File: config.mk
export PLATFORM = sky130hd
export DESIGN_NAME = sw_event_core
export DESIGN_NICKNAME = d
export VERILOG_FILES = /design/src/rtl/sw_event_pkg.sv /design/src/rtl/sw_debounce_cell.sv /design/src/rtl/sw_event_core.sv
export SDC_FILE = /design/constraint.sdc
export NUM_CORES = 1
export LEC_CHECK = 0
export CORE_AREA = 2 2 241 243
export DETAILED_ROUTE_END_ITERATION = 10
export DIE_AREA = 0 0 243 245
export PLACE_DENSITY = 0.77
export SLEW_MARGIN = 0
export SYNTH_ARGS = -nofsm -noshare
export SYNTH_HDL_FRONTEND = slang
export SYNTH_SLANG_ARGS = --single-unit
File: constraint.sdc
create_clock -name clk -period 21.4 [get_ports clk]
set_clock_uncertainty 0.2 [all_clocks]
set_input_delay 4.28 -clock clk [delete_from_list [all_inputs] [get_ports clk]]
set_output_delay 4.28 -clock clk [all_outputs]
set_load 0.01 [all_outputs]
File: src/rtl/sw_event_pkg.sv
// rtl/sw_event_pkg.sv - register map, bit positions and event word layout for sw_event_core
package sw_event_pkg;

    localparam logic [4:0] REG_DATA   = 5'd0;
    localparam logic [4:0] REG_STATUS = 5'd1;
    localparam logic [4:0] REG_DB     = 5'd2;
    localparam logic [4:0] REG_POP    = 5'd3;
    localparam logic [4:0] REG_CTRL   = 5'd4;
    localparam logic [4:0] REG_TS     = 5'd5;

    localparam int ST_EMPTY   = 0;
    localparam int ST_FULL    = 1;
    localparam int ST_OVF     = 2;
    localparam int ST_CNT_LSB = 8;

    localparam int CTRL_EN      = 0;
    localparam int CTRL_CLR_OVF = 1;
    localparam int CTRL_FLUSH   = 2;

    typedef struct packed {
        logic [15:0] ts;
        logic        level;
        logic [10:0] rsvd;
        logic [3:0]  idx;
    } event_t;

endpackage

File: src/rtl/sw_debounce_cell.sv
// rtl/sw_debounce_cell.sv - 2-FF synchroniser and stability counter for one switch bit
module sw_debounce_cell #(
    parameter int DB_CYCLES = 1_000_000
) (
    input  logic clk,
    input  logic reset,
    input  logic i_sw,
    output logic o_db,
    output logic o_edge
);

    localparam int CNT_W = (DB_CYCLES > 1) ? $clog2(DB_CYCLES) : 1;
    localparam logic [CNT_W-1:0] CNT_LAST = CNT_W'(DB_CYCLES - 1);

    logic             r_meta;
    logic             r_sync;
    logic             r_db;
    logic             r_edge;
    logic [CNT_W-1:0] r_cnt;

    always_ff @(posedge clk or posedge reset) begin
        if (reset) begin
            r_meta <= 1'b0;
            r_sync <= 1'b0;
            r_db   <= 1'b0;
            r_edge <= 1'b0;
            r_cnt  <= '0;
        end else begin
            r_meta <= i_sw;
            r_sync <= r_meta;
            r_edge <= 1'b0;
            // Any return to the debounced level restarts the stability window.
            if (r_sync != r_db) begin
                if (r_cnt == CNT_LAST) begin
                    r_db   <= r_sync;
                    r_cnt  <= '0;
                    r_edge <= 1'b1;
                end else begin
                    r_cnt <= r_cnt + 1'b1;
                end
            end else begin
                r_cnt <= '0;
            end
        end
    end

    assign o_db   = r_db;
    assign o_edge = r_edge;

endmodule

File: src/rtl/sw_event_core.sv
// rtl/sw_event_core.sv - debounced switch edge events, timestamped and queued for MMIO readout
module sw_event_core
    import sw_event_pkg::*;
#(
    parameter int SW_WIDTH    = 16,
    parameter int DB_CYCLES   = 1_000_000,
    parameter int TICK_CYCLES = 100_000,
    parameter int FIFO_DEPTH  = 16
) (
    input  logic                clk,
    input  logic                reset,
    input  logic                cs,
    input  logic                read,
    input  logic                write,
    input  logic [4:0]          addr,
    input  logic [31:0]         wr_data,
    output logic [31:0]         rd_data,
    input  logic [SW_WIDTH-1:0] sw
);

    localparam int PTR_W = $clog2(FIFO_DEPTH);
    localparam int CNT_W = PTR_W + 1;
    localparam int PRE_W = (TICK_CYCLES > 1) ? $clog2(TICK_CYCLES) : 1;
    localparam logic [PRE_W-1:0] PRE_LAST = PRE_W'(TICK_CYCLES - 1);

    logic [SW_WIDTH-1:0] w_db;
    logic [SW_WIDTH-1:0] w_edge;

    for (genvar g = 0; g < SW_WIDTH; g++) begin : g_cell
        sw_debounce_cell #(.DB_CYCLES(DB_CYCLES)) u_cell (
            .clk    (clk),
            .reset  (reset),
            .i_sw   (sw[g]),
            .o_db   (w_db[g]),
            .o_edge (w_edge[g])
        );
    end

    logic [PRE_W-1:0]    r_pre;
    logic [15:0]         r_ts;
    logic                r_en;
    logic                r_ovf;
    logic [SW_WIDTH-1:0] r_pend;
    event_t              r_mem [FIFO_DEPTH];
    logic [PTR_W-1:0]    r_wr_ptr;
    logic [PTR_W-1:0]    r_rd_ptr;
    logic [CNT_W-1:0]    r_count;

    logic                w_ctrl_wr;
    logic                w_pop_req;
    logic                w_flush;
    logic                w_clr_ovf;
    logic                w_pend_clr;
    logic                w_empty;
    logic                w_full;
    logic                w_push;
    logic                w_do_push;
    logic                w_do_pop;
    logic                w_drop;
    logic [SW_WIDTH-1:0] w_grant;
    logic [3:0]          w_svc_idx;
    event_t              w_evt;
    logic [31:0]         w_rd;
    logic                w_unused;

    assign w_ctrl_wr  = cs && write && (addr == REG_CTRL);
    assign w_pop_req  = cs && write && (addr == REG_POP);
    assign w_flush    = w_ctrl_wr && wr_data[CTRL_FLUSH];
    assign w_clr_ovf  = w_ctrl_wr && wr_data[CTRL_CLR_OVF];
    assign w_pend_clr = w_flush || (w_ctrl_wr && !wr_data[CTRL_EN]);

    assign w_empty = (r_count == '0);
    assign w_full  = (r_count == CNT_W'(FIFO_DEPTH));

    // Lowest set pending bit wins; isolate it as a one-hot grant.
    assign w_grant = r_pend & (~r_pend + SW_WIDTH'(1));

    always_comb begin
        w_svc_idx = 4'd0;
        for (int i = SW_WIDTH - 1; i >= 0; i--) begin
            if (r_pend[i]) w_svc_idx = 4'(i);
        end
    end

    always_comb begin
        w_evt       = '0;
        w_evt.ts    = r_ts;
        w_evt.level = |(w_db & w_grant);
        w_evt.idx   = w_svc_idx;
    end

    assign w_push    = (|r_pend) && !w_flush;
    assign w_do_pop  = w_pop_req && !w_empty && !w_flush;
    assign w_do_push = w_push && (!w_full || w_do_pop);
    assign w_drop    = w_push && w_full && !w_do_pop;

    always_ff @(posedge clk or posedge reset) begin
        if (reset) begin
            r_pre <= '0;
            r_ts  <= '0;
        end else if (r_pre == PRE_LAST) begin
            r_pre <= '0;
            r_ts  <= r_ts + 16'd1;
        end else begin
            r_pre <= r_pre + 1'b1;
        end
    end

    always_ff @(posedge clk or posedge reset) begin
        if (reset) begin
            r_en   <= 1'b0;
            r_ovf  <= 1'b0;
            r_pend <= '0;
        end else begin
            if (w_ctrl_wr) r_en <= wr_data[CTRL_EN];
            r_ovf <= (r_ovf && !w_clr_ovf) || w_drop;
            if (w_pend_clr) r_pend <= '0;
            else            r_pend <= (r_pend & ~w_grant) | (r_en ? w_edge : '0);
        end
    end

    always_ff @(posedge clk or posedge reset) begin
        if (reset) begin
            r_wr_ptr <= '0;
            r_rd_ptr <= '0;
            r_count  <= '0;
        end else if (w_flush) begin
            r_wr_ptr <= '0;
            r_rd_ptr <= '0;
            r_count  <= '0;
        end else begin
            if (w_do_push) r_wr_ptr <= r_wr_ptr + 1'b1;
            if (w_do_pop)  r_rd_ptr <= r_rd_ptr + 1'b1;
            case ({w_do_push, w_do_pop})
                2'b10:   r_count <= r_count + 1'b1;
                2'b01:   r_count <= r_count - 1'b1;
                default: r_count <= r_count;
            endcase
        end
    end

    // Storage needs no reset: the head is masked while the FIFO is empty.
    always_ff @(posedge clk) begin
        if (w_do_push) r_mem[r_wr_ptr] <= w_evt;
    end

    always_comb begin
        w_rd = '0;
        if (cs) begin
            case (addr)
                REG_DATA:   w_rd = w_empty ? 32'd0 : r_mem[r_rd_ptr];
                REG_STATUS: begin
                    w_rd[ST_EMPTY]        = w_empty;
                    w_rd[ST_FULL]         = w_full;
                    w_rd[ST_OVF]          = r_ovf;
                    w_rd[ST_CNT_LSB +: 8] = 8'(r_count);
                end
                REG_DB:     w_rd[SW_WIDTH-1:0] = w_db;
                REG_CTRL:   w_rd[CTRL_EN] = r_en;
                REG_TS:     w_rd[15:0] = r_ts;
                default:    w_rd = '0;
            endcase
        end
    end

    assign rd_data  = w_rd;
    assign w_unused = &{1'b0, read, wr_data[31:3]};

endmodule

# --- Yosys cells after proc, flatten, opt, wreduce, memory -nomap -nowiden ---
# Memories as Yosys holds them, arrays and structs flattened.
# Cells that the tools add are included.
totals:
  reg_bits: 448
  latch_bits: 0
  ram_bits: 336
  romBits: 0
  input_bits: 58
  word_cells: 302
  memories: 1
classes:
  n_addsub: 23
  mul: 0
  div_mod_pow: 0
  order_cmp: 0
  n_eq_ne: 41
  shifts: 0
  mux: 98
  bitwise_logic: 6
  reduce_logical: 45
memory_table:
  columns: ["name", "words", "width", "rd", "rd_ports_with_merged_regs", "wr", "line", "text"]
  rows:
  - ["r_mem", 16, 21, 1, 0, 1, "sw_event_core.sv:44", "event_t r_mem [FIFO_DEPTH];"]
ops:
  columns: ["op", "n"]
  rows:
  - ["two-way mux 20 bit", 32]
  - ["adder 20 x 1 -> 20 bit, second input constant", 16]
  - ["== test 20 bit, second input constant", 16]
  - ["two-way mux 4 bit", 20]
  - ["two-way mux 32 bit", 2]
  - ["bitwise AND 16 bit", 3]
  - ["two-way mux 16 bit", 3]
  - ["two-way mux 1 bit", 34]
  - ["adder 16 x 1 -> 16 bit, second input constant", 2]
  - ["NOT 16 bit", 2]
  - ["case mux 8 bit (4 select lines)", 1]
  - ["AND reduction 2 bit", 16]
  - ["OR reduction 16 bit", 2]
  - ["adder 17 x 1 -> 17 bit, second input constant", 1]
  - ["== test 17 bit, second input constant", 1]
  - ["two-way mux 17 bit", 1]
  - ["inequality test 1 bit", 16]
  - ["OR 16 bit", 1]
  - ["case mux 5 bit (3 select lines)", 1]
  - ["logical AND 1 bit", 13]
  - ["== test 5 x 2 -> 1 bit, second input constant", 2]
  - ["== test 5 x 3 -> 1 bit, second input constant", 2]
  - ["logical NOT 5 bit", 2]
  - ["case mux 5 bit (2 select lines)", 1]
  - ["other kinds (14)", 23]

# --- Logic depth before layout (Yosys ltp) ---
logic_depth:
  word_depth: 16
  depth_mapped: 11
  mapped_depth_nobuf: 10

# --- By module ---
# Synthesis repeated with hierarchy kept, for this count alone.
unflattened:
  cells_unflattened: 2714
  area_unflattened_um2: 35708.0
by_module_without_submodules:
  columns: ["module", "instances", "cells_each", "area_each_um2", "seq_area_each_um2"]
  rows:
  - ["sw_debounce_cell (g_cell[0].u_cell ...)", 15, 109, 1193.6, 600.6]
  - ["sw_event_core", 1, 964, 16633.5, 11691.2]
  - ["sw_debounce_cell (g_cell[3].u_cell)", 1, 115, 1169.9, 600.6]

# --- Worst setup path before layout ---
# OpenSTA, ideal clock, no wires.
synth_timing:
  path_type: "input-to-output"
  from: "input port addr[3]"
  to: "output port rd_data[15]"
  arrival_time_ps: 5862
  slack_ps: 11058
  stages: 6
  path_cell_list: "or4b_1 -> buf_2 -> nor2_1 -> clkbuf_1 -> a22oi_1 -> o22ai_1"
synth_between:
  elab_chain_cells: 3
  elab_cells_between_ends: 6
  cone_classes: "eq/ne (3); mux (2); reduce/logical (1)"
synth_rtl:
  columns: ["element", "line", "text"]
  rows:
  - ["start, declared", "sw_event_core.sv:15", "input logic [4:0] addr,"]
  - ["== test 5 x 3 -> 1 bit, or another cell as far along", "sw_event_core.sv:150", "case (addr)"]
  - ["case mux 8 bit (4 select lines) (*)", "sw_event_core.sv:150", null]
  - ["two-way mux 32 bit (*)", "sw_event_core.sv:149", "if (cs) begin"]
  - ["end, declared", "sw_event_core.sv:17", "output logic [31:0] rd_data,"]
# Mark *: on every way between the ends. The rest lies on a longest branch, timed or not.

# --- Worst setup path in the final report ---
layout_timing:
  from: "input port addr[2]"
  to: "output port rd_data[15]"
# Same word-level chain as after synthesis.

==> results.toml <==
[placed_design]
place_ws_ns = 9.99
dp_hpwl_mm = 44.6
port_buffers = 59
gp_congestion = 0.858

[floorplan]
rows = 88
design.core.area_mm2 = 0.0570
die-width_um = 243
ios = 90
fp.dieH_um = 245
dieArea_mm2 = 0.0595
start_util_pct = 59.3

[pwr]
p_sw_share_pct = 23.3
clkPwrFrac_pct = 42.4
p_total_mw = 3.21
ir_drop_v = 0.0000759
p_comb_share_pct = 6.9
powerDensity_mw_per_mm2 = 84.7
switchingPower_mw = 0.748
total_leakage_power_nw = 14.7
seqPwrFrac_pct = 50.7
internal_power_mw = 2.46

[clock_network]
clk_pin_slew_ns = 0.06
cts_setup_buffers = 0
cts_buffer_depth = 3
cts_sinks = 784
clock_latency_ns = 0.63
post_cts_resized = 0
cts_buffers = 78
cts_hold_buf = 0
tritoncts = "done"
htreeDepth = 3
cts.root.buffer_cell = "clkbuf_16"

[run]
max_cap_viol_count = 0

[timing]
fmax_mhz = 87.1
setup_ws_ns = 9.91
period_share_pct = 53.7
fin_crit_ns = 11.49
slew_violations = 0
hold_viol_final = 0
rsz0062_at_grt = "no"
relSlewSlack_pct = 21.6
tns_ns = 0
setup_viol = 0
tightest_slew_ns = 1.18

[synth]
syn_area_mm2 = 0.0338
netlist_top_cells_count = "448 x dfrtp_1, 426 x nor2_1, 336 x edfxtp_1, 178 x xnor2_1, 159 x nand2_1"
ys_types = 65
ys_seq_elements = 784
synth-edff-count = 336
ys_seq_area_share_pct = 62.9
synth_area_leaders = "dfrtp_1 33%, edfxtp_1 30%, mux4_2 6.3%, nor2_1 4.7%, xnor2_1 4.6%"
yosys_warnings = 0
synth.top_cell.area_share_pct = 33.1
ys_async_sr_fraction_pct = 57.1
syn_nets = 2726
yosys_most_used_dff = "dfrtp_1"
synthCells = 2641
yosysMostFrequentCell = "dfrtp_1"
synth.largest_area_cell = "dfrtp_1"
syn-mean-instance-area_um2 = 12.8

[worst_setup_path]
crit_type = "in2out"
worstPathArrival_ns = 7.01
cp_max_fo = 16
r2r_cells = 10
startpoint_type = "input pin"
worst_ep_required_time_ns = 16.92
crit_path_end_kind = "output pin"

[routing]
routedWlPerCell_um = 21.1
top_layer_used = "met5"
vias_per_cell = 6.05
detailedRoute.firstIterationViolations = 2086
wirelength_met1_mm = 29.3
antenna_left = 0
drtPass1Iterations = 11
wl_met3_mm = 5.94
wl_met2_mm = 37.4
wirelength_mm = 75.0
drc = 1
vias = 21500

[global_routing]
grt_pass1_wl_mm = 120
grt.total_usage_pct = 25.7
overflow = 0
grt_max_degree = 165
antenna_found_initial = 3
grt_pass1_vias = 21800

[run_status]
status = "complete, but fails checks"
violations = "DRC"

[min_path]
hp-class = "reg2reg"
holdPathStages = 0

[cells_and_area]
postLayoutCoreUtil_pct = 66.4
seq_area_mm2 = 0.0213
multi_input_area_mm2 = 0.0121
antenna_cells = 0
drive_gt1_share_pct = 10.8
nets = 2816
fillers = 4007
area_growth_pct = 12.0
==> layout make-up <==
cell class	instances	area share, %
clock buffer	98	5.51
sequential	784	56.2
multi-input combinational	1731	31.8
timing repair buffer	83	2.07
tap	765	2.53
inverter	53	0.545
clock inverter	47	1.27
==> routing by layer <==
metal | up-vias | GRT usage, %
li1 | 9673 | -
met1 | 10800 | 33.8
met2 | 889 | 43.1
met3 | 181 | 4.97
met4 | 6 | 9.22
met5 | - | 0
==> metrics by stage <==
stage          instance area (µm²)  hold WS [ns]  cells
2_1_floorplan                33800         0.131   2641
3_3_place_gp                 35300         0.136   3416
3_5_place_dp                 35300         0.136   3416
4_1_cts                      37900         0.158   3561
5_1_grt                      37900         0.161   3561
6_report                     37900         0.154   3561
==> kinds of logic after synthesis <==
family	share of synthesized area, %
AOI/OAI and AO/OA	2.51
xor gates and xnor gates	8.67
adders and majority gates	1.02
buffers and inverters	1.45
DFF	62.9
muxes	7.22
and+or+nand+nor	16.2
==> critical path, stage by stage <==
cell,delay (ns)
clkdlybuf4s50_1,0.53
or4b_1,0.68
nor2_1,0.14
buf_4,0.26
a22oi_1,0.16
o22ai_1,0.32
clkdlybuf4s50_1,0.62
==> registers in the layout, summed over array words and instances, names as in the netlist <==
register,flops
g_cell.u_cell.r_sync,16
r_rd_ptr,4
r_en,1
g_cell.u_cell.r_meta,16
r_pre,17
g_cell.u_cell.r_cnt,320
r_ovf,1
r_ts,16
r_wr_ptr,4
g_cell.u_cell.o_edge,16
g_cell.u_cell.o_db,16
r_count,5
r_mem,336
r_pend,16
==> cell usage in the layout (no fill, tap or decap), drive strengths merged, types with 24 or more instances in the layout <==
cell type and count:
edfxtp 336, nor3 56, xnor2 178, clkbuf 98, ha 26, mux4 95, inv 58, nor2 426
nor4 52, clkdlybuf4s50 59, nand3 140, and4 24, clkinv 33, xor2 157, and3 80, nand2 159
nand4 70, o21ai 25, dfrtp 448, a21oi 27, buf 24
==> power by group through the flow <==
stage	logic [mW]	clock network (mW)	registers, mW
after floorplan	0.192	0	1.63
after global placement	0.210	0	1.65
after detailed placement	0.219	0	1.66
after CTS	0.224	1.38	1.63
after global routing	0.242	1.44	1.63
final	0.221	1.36	1.63
==> path summary, 6_finish.rpt <==
check                                         from                        end  slack (ns)
max                                        addr[2]                rd_data[15]        9.91
min                        g_cell[8].u_cell.r_meta    g_cell[8].u_cell.r_sync        0.15
max reg2reg                              r_pend[0]                 r_count[4]       17.12
min reg2reg                g_cell[8].u_cell.r_meta    g_cell[8].u_cell.r_sync        0.15
max in group asynchronous                    reset  g_cell[4].u_cell.r_cnt[3]       15.34
min in group asynchronous                    reset   g_cell[14].u_cell.r_meta        4.00
No activity file was read; power rests on OpenSTA's default activity.
